<file path="src/rtl/key_scan_arb.sv">
`default_nettype none
// ============================================================================
// Module      : key_scan_arb
// Description : Debounce and auto-repeat for a bank of active-low keys. A
//               single timer is shared round-robin across the bank.
// Revision    : 1.0 - initial release
// ============================================================================
module key_scan_arb #(
    parameter int unsigned N_KEY    = 4,
    parameter int unsigned IDW      = 2,
    parameter int unsigned DEB_CYC  = 500_000,
    parameter int unsigned HOLD_CYC = 25_000_000,
    parameter int unsigned REP_CYC  = 5_000_000
) (
    input  logic             clk,
    input  logic             rst_n,
    input  logic [N_KEY-1:0] key,
    output logic             evt_valid,
    input  logic             evt_ready,
    output logic [IDW-1:0]   evt_id,
    output logic             evt_rep,
    output logic             busy
);

    localparam logic [1:0] c_scan = 2'd0;
    localparam logic [1:0] c_deb  = 2'd1;
    localparam logic [1:0] c_emit = 2'd2;
    localparam logic [1:0] c_hold = 2'd3;

    localparam logic [31:0] c_deb_last  = 32'(DEB_CYC - 1);
    localparam logic [31:0] c_hold_last = 32'(HOLD_CYC - 1);
    localparam logic [31:0] c_rep_last  = 32'(REP_CYC - 1);
    localparam logic [IDW-1:0] c_last_id = IDW'(N_KEY - 1);

    logic [N_KEY-1:0] r_meta;
    logic [N_KEY-1:0] r_ks;
    logic [1:0]       r_state;
    logic [IDW-1:0]   r_ptr;
    logic [IDW-1:0]   r_g;
    logic [31:0]      r_cnt;
    logic             r_use_rep;
    logic             r_valid;
    logic             r_rep;
    logic             r_busy;

    logic             w_hit;
    logic [IDW-1:0]   w_sel;
    logic [IDW-1:0]   w_g_next;
    logic             w_rel;
    logic [31:0]      w_hold_last;

    function automatic int f_wrap(input int a);
        return a % int'(N_KEY);
    endfunction

    always_ff @(posedge clk or negedge rst_n) begin
        if (!rst_n) begin
            r_meta <= '1;
            r_ks   <= '1;
        end else begin
            r_meta <= key;
            r_ks   <= r_meta;
        end
    end

    // Walk offsets from the far end down so the nearest pressed key after
    // the pointer is the last assignment and therefore wins.
    always_comb begin
        w_hit = 1'b0;
        w_sel = '0;
        for (int i = int'(N_KEY) - 1; i >= 0; i--) begin
            if (!r_ks[IDW'(f_wrap(int'(r_ptr) + i))]) begin
                w_hit = 1'b1;
                w_sel = IDW'(f_wrap(int'(r_ptr) + i));
            end
        end
    end

    assign w_rel       = r_ks[r_g];
    assign w_g_next    = (r_g == c_last_id) ? '0 : r_g + IDW'(1);
    assign w_hold_last = r_use_rep ? c_rep_last : c_hold_last;

    always_ff @(posedge clk or negedge rst_n) begin
        if (!rst_n) begin
            r_state   <= c_scan;
            r_ptr     <= '0;
            r_g       <= '0;
            r_cnt     <= '0;
            r_use_rep <= 1'b0;
            r_valid   <= 1'b0;
            r_rep     <= 1'b0;
            r_busy    <= 1'b0;
        end else begin
            case (r_state)
                c_scan: begin
                    if (w_hit) begin
                        r_g     <= w_sel;
                        r_cnt   <= '0;
                        r_busy  <= 1'b1;
                        r_state <= c_deb;
                    end
                end
                c_deb: begin
                    if (w_rel) begin
                        r_ptr   <= w_g_next;
                        r_busy  <= 1'b0;
                        r_state <= c_scan;
                    end else if (r_cnt == c_deb_last) begin
                        r_rep   <= 1'b0;
                        r_valid <= 1'b1;
                        r_state <= c_emit;
                    end else begin
                        r_cnt <= r_cnt + 32'd1;
                    end
                end
                c_emit: begin
                    // A release here is deliberately ignored: the event
                    // still goes out and the hold phase sees the release.
                    if (evt_ready) begin
                        r_valid   <= 1'b0;
                        r_cnt     <= '0;
                        r_use_rep <= r_rep;
                        r_state   <= c_hold;
                    end
                end
                c_hold: begin
                    if (w_rel) begin
                        r_ptr   <= w_g_next;
                        r_busy  <= 1'b0;
                        r_state <= c_scan;
                    end else if (r_cnt == w_hold_last) begin
                        r_rep   <= 1'b1;
                        r_valid <= 1'b1;
                        r_state <= c_emit;
                    end else begin
                        r_cnt <= r_cnt + 32'd1;
                    end
                end
                default: begin
                    r_valid <= 1'b0;
                    r_busy  <= 1'b0;
                    r_state <= c_scan;
                end
            endcase
        end
    end

    assign evt_valid = r_valid;
    assign evt_id    = r_g;
    assign evt_rep   = r_rep;
    assign busy      = r_busy;

endmodule
`default_nettype wire

</file>
<file path="config.mk">
export PLATFORM = sky130hd
export DESIGN_NAME = key_scan_arb
export DESIGN_NICKNAME = d
export VERILOG_FILES = /design/src/rtl/key_scan_arb.sv
export SDC_FILE = /design/constraint.sdc
export NUM_CORES = 1
export LEC_CHECK = 0
export ABC_AREA = 1
export CORE_ASPECT_RATIO = 1.4
export CORE_UTILIZATION = 30
export DETAILED_ROUTE_END_ITERATION = 10
export GPL_ROUTABILITY_DRIVEN = 0
export GPL_TIMING_DRIVEN = 1
export SLEW_MARGIN = 40
export SYNTH_ARGS = -nofsm -noshare
export SYNTH_HDL_FRONTEND = slang
export SYNTH_SLANG_ARGS = --single-unit
</file>
<file path="constraint.sdc">
create_clock -name clk -period 4.8 [get_ports clk]
set_input_delay 0.72 -clock clk [delete_from_list [all_inputs] [get_ports clk]]
set_output_delay 0.72 -clock clk [all_outputs]
set_load 0.01 [all_outputs]
</file>
== Yosys cells after proc, flatten, opt, wreduce, memory -nomap -nowiden ==
Index checks and enable logic that the tools add are counted.

* Add/subtract/negate cells: 5
* Magnitude comparators: 5
* Equality and inequality tests: 17
* Multiplexer cells: 50
* Reduce and logical (&&, ||, !) cells: 13

{| class="wikitable"
|+ Operators with widths
! kind !! count
|-
| $mux 32 || 6
|-
| $pmux 32 s4 || 1
|-
| $add 32x1->32 const B || 1
|-
| $eq 32x19->1 const B || 1
|-
| $eq 32x25->1 || 1
|-
| $mux 25 || 1
|-
| $mux 1 || 22
|-
| $mux 2 || 11
|-
| $lt 2x4->1 const B || 4
|-
| $ne 2x2->1 const B || 8
|-
| $reduce_and 6->1 || 2
|-
| $bmux 1 s2 || 5
|-
| $pmux 2 s4 || 1
|-
| $eq 2x2->1 const B || 3
|-
| $ne 3x3->1 const B || 2
|-
| $reduce_and 2->1 || 3
|-
| $reduce_and 5->1 || 1
|-
| $add 2x1->2 const B || 2
|-
| $add 2x2->2 const B || 2
|-
| $pmux 1 s2 || 2
|-
| $reduce_and 4->1 || 1
|-
| $reduce_bool 2->1 || 2
|-
| $lt 2x3->1 const B || 1
|-
| $pmux 1 s3 || 1
|-
| 6 further kinds || 6
|}

* Register bits: 50
* Input bits: 7
* Output and inout port bits: 5

== Logic depth before layout (Yosys ltp) ==
* Depth after elaboration: 10
* Depth in mapped cells: 13

== Least setup slack after synthesis ==
OpenSTA, ideal clock, no wires.

* Kind: register to register
* Start: register r_cnt[0]
* End: register r_cnt[8]
* Arrival time: 1,544 ps
* Path slack: 3,140 ps
* Stages on the path, launching flop included: 12
* Clock period less this slack: 1,660 ps
* Cells stage by stage: dfrtp_1 -> ha_1 -> nand2_2 -> nor3_2 -> nand2_1 -> nor2_1 -> nand2_1 -> nor2_2 -> nor2_4 -> buf_2 -> nand3_1 -> nand2_1

* Longest elaborated chain between the ends: 4
* Elaborated cells between the ends (all ways): 11
* Classes of those cells: add/sub: 1; eq/ne: 4; mux: 5; reduce/logical: 1

{| class="wikitable"
|+ RTL lines
! item !! line !! source
|-
| start, declared || 40 || <nowiki>logic [31:0] r_cnt;</nowiki>
|-
| start signal, assigned || 113 || <nowiki>r_cnt <= r_cnt + 32'd1;</nowiki>
|-
| start signal, assigned || 136 || <nowiki>r_cnt <= r_cnt + 32'd1;</nowiki>
|-
| $add 32x1->32 || 113, 136 ||
|-
| $mux 32, on equally long branches || 131, 108 ||
|-
| $mux 32, on equally long branches || 127, 104 ||
|-
| $pmux 32 s4 || 94 || <nowiki>case (r_state)</nowiki>
|}

Parallel ways exist; a longest one is shown, timed or not. The select of a mux whose other input is x is not followed.
A chain may end at the register's enable or synchronous reset.

== Final worst setup path ==
* Start: register r_cnt[0]
* End: register r_cnt[29]

Same word-level chain as after synthesis.

==> impl_metrics.toml <==
[floorplanning]
io_pins = 12
rows = 46
core_sq_mm = 0.0115
initial_utilization = 0.311
die-area_sq_mm = 0.0123
dieWidth_um = 94.2
fp.dieH_um = 131

[synthesis]
synth_top_family_by_area = "simple AND/OR/NAND/NOR gates"
synthMuxAreaShare = 0
synthAdderAreaFrac = 0.0210
ys_types = 34
ys.warnings.count = 0
syn_nets = 585
syn_area_per_cell_sq_um = 6.24
synthXorXnorAreaFrac = 0.0270
synth_async_sr_flop_share = 1.00
synth_area_sq_mm = 0.00357
yosys.area_share.simple = 0.486
synthFlopType = "dfrtp_1"
yosysSeqAreaShare = 0.354
synth_edf_count = 0
synth_compound_area_frac = 0.0277
synth_seq_cells = 50
netlist_instances = 572

[sta]
period_share = 0.527
fmax_mhz = 395
slew-limit-headroom = 0.498
finalMaxSlewViolations = 0
grt_setup_unrepaired = "no"
worst_pin_slew_ns = 0.751
finalHoldViolCount = 0
setup_slack_ns = 2.27
setup_viol = 0
fin_skew_ns = 0.00359
final.setup.tns_ns = 0
fin_crit_ns = 2.53

[clocking]
cts-hold-fix-buffers = 0
clockBufferDepth = 2
tritoncts = "built"
h-tree-depth = 2
cts_buffers = 5
cts_repair_resize_count = 0
post_cts_buffers = 0
clock_sinks = 50
clk_latency_ns = 0.29
root_buffer = "clkbuf_16"
path_clk_slew_ns = 0.07

[placement]
dpl.hpwl_um = 7010
io_buffers = 11
post-place-ws_ns = 2.25

[setup_path]
r2r_setup_slack_ns = 2.27
path_class = "reg -> reg"
start_kind = "flip-flop"
worstPathMaxFanout = 33
required_ns = 4.98
end_kind = "flip-flop"
crit_arrival_ns = 2.71

[global_routing]
grt_pass1_wl_um = 15700
overflow = 0
antenna_found_initial = 0
grt_max_degree = 51
grt_pass1_vias = 3358
grt_usage = 0.164

[route]
via_count = 3447
firstDrtPassIters = 4
viasPerCell = 4.78
final_antenna_net_count = 0
drt_iter0_drc = 199
wl_per_cell_um = 12.7
drc = 0
wl_um = 9190

[layout]
layout.nets = 589
fill_cells = 1246
regArea_sq_mm = 0.00126
area_growth_pct = 11.0
multi_input_area_sq_mm = 0.00201
n_antenna_cell = 0
mostFrequentLayoutCell = "nand2_1"
mostFrequentLayoutCells = "nand2_1, nor2_1, nand3_1"
drive_gt1_frac = 0.0589

[run]
drv_cap = 0

[power]
switching_power_w = 0.000747
swShare = 0.427
power_leakage_nw = 1.81
p_per_area_mw_per_mm2 = 441
vdd.ir_drop.worst_v = 0.000185
pwr-share-comb = 0.423
clkPwrFrac = 0.263
intPower_w = 0.00100
seq_power_share = 0.314

[hold_path]
hp-class = "reg -> reg"

[run_status]
status = "finished, final reports clean"
-- layout make-up --
| cell class | count | area share |
|---|---|---|
| sequential | 50 | 0.318 |
| multi-input combinational | 454 | 0.507 |
| clock inverter | 3 | 0.0174 |
| clock buffer | 5 | 0.0316 |
| timing repair buffer | 13 | 0.0303 |
| inverter | 52 | 0.0499 |
| tap | 144 | 0.0455 |
-- registers in the layout, indices dropped and copies added, names as in the netlist --
register	count
r_ks	4
r_cnt	32
busy	1
r_ptr	2
r_state	2
evt_valid	1
r_meta	4
r_use_rep	1
evt_id	2
evt_rep	1
-- worst max-delay path: stages, from the launching register on --
cell,delay (ns)
dfrtp_1,0.45
ha_1,0.25
nand2_2,0.11
nor2_1,0.09
nand2_1,0.07
nor2_1,0.04
nand3_1,0.08
nand2_1,0.09
nor2_4,0.61
nand2_4,0.39
nand2_1,0.16
nand2_1,0.06
-- cell families after synthesis --
group	after synthesis
DFF	50
adders and majority gates	6
AOI/OAI and AO/OA	18
xor gates and xnor gates	11
buffers and inverters	68
and+or+nand+nor	419
-- path summary, 6_finish.rpt --
path                           start   endpoint  depth (start not counted)
hold reg to reg            r_meta[2]    r_ks[2]                          0
setup reg to reg            r_cnt[0]  r_cnt[29]                         11
max in group asynchronous      rst_n  r_cnt[19]                          2
min in group asynchronous      rst_n  r_cnt[16]                          2
setup / recovery            r_cnt[0]  r_cnt[29]                         11
hold / removal             r_meta[2]    r_ks[2]                          0
-- stage by stage --
stage	area [sq um]	util	hold WS (ns)	cells	power [W]
floorplan	3570	-	0.345	572	0.00116
global placement	3770	0.329	0.346	713	0.00128
detailed placement	3770	0.329	0.348	713	0.00131
CTS	3960	0.346	0.358	721	0.00178
global route	3960	0.346	0.360	721	0.00189
finish	3960	0.346	0.357	721	0.00175
-- power by group through the flow --
stage / clock network, W / registers [W] / logic (W)
floorplan: 0 / 0.000537 / 0.000621
global placement: 0 / 0.000555 / 0.000727
detailed placement: 0 / 0.000558 / 0.000748
CTS: 0.000475 / 0.000550 / 0.000751
global route: 0.000490 / 0.000560 / 0.000843
finish: 0.000459 / 0.000549 / 0.000740
-- per-layer routing --
metal / wire length, um / up-vias / GRT usage
met2: 4780 / 71 / 0.302
met4: 371 / 0 / 0.0887
met3: 340 / 32 / 0.0284
met1: 3690 / 1560 / 0.176
li1: - / 1784 / -
met5: 0 / - / 0
-- synthesized netlist by cell type, types with 2 or more instances --
cell type  number  area [sq um]
a21oi_1         5          25.0
buf_2           7          35.0
buf_4           3          22.5
buf_6           3          33.8
clkbuf_1        3          11.3
dfrtp_1        42          1050
dfstp_2         8           210
ha_1            6          75.1
inv_1          49           184
inv_2           2          7.51
nand2_1       216           811
nand2_2         2          12.5
nand3_1        64           320
nand3b_1        2          15.0
nand4_1         4          25.0
nor2_1        111           417
nor2_2          4          25.0
nor3_1          8          40.0
nor3b_1         2          15.0
o21ai_0         8          40.0
xnor2_1         4          35.0
xor2_1          7          61.3
No activity file was read; power rests on OpenSTA's default activity.
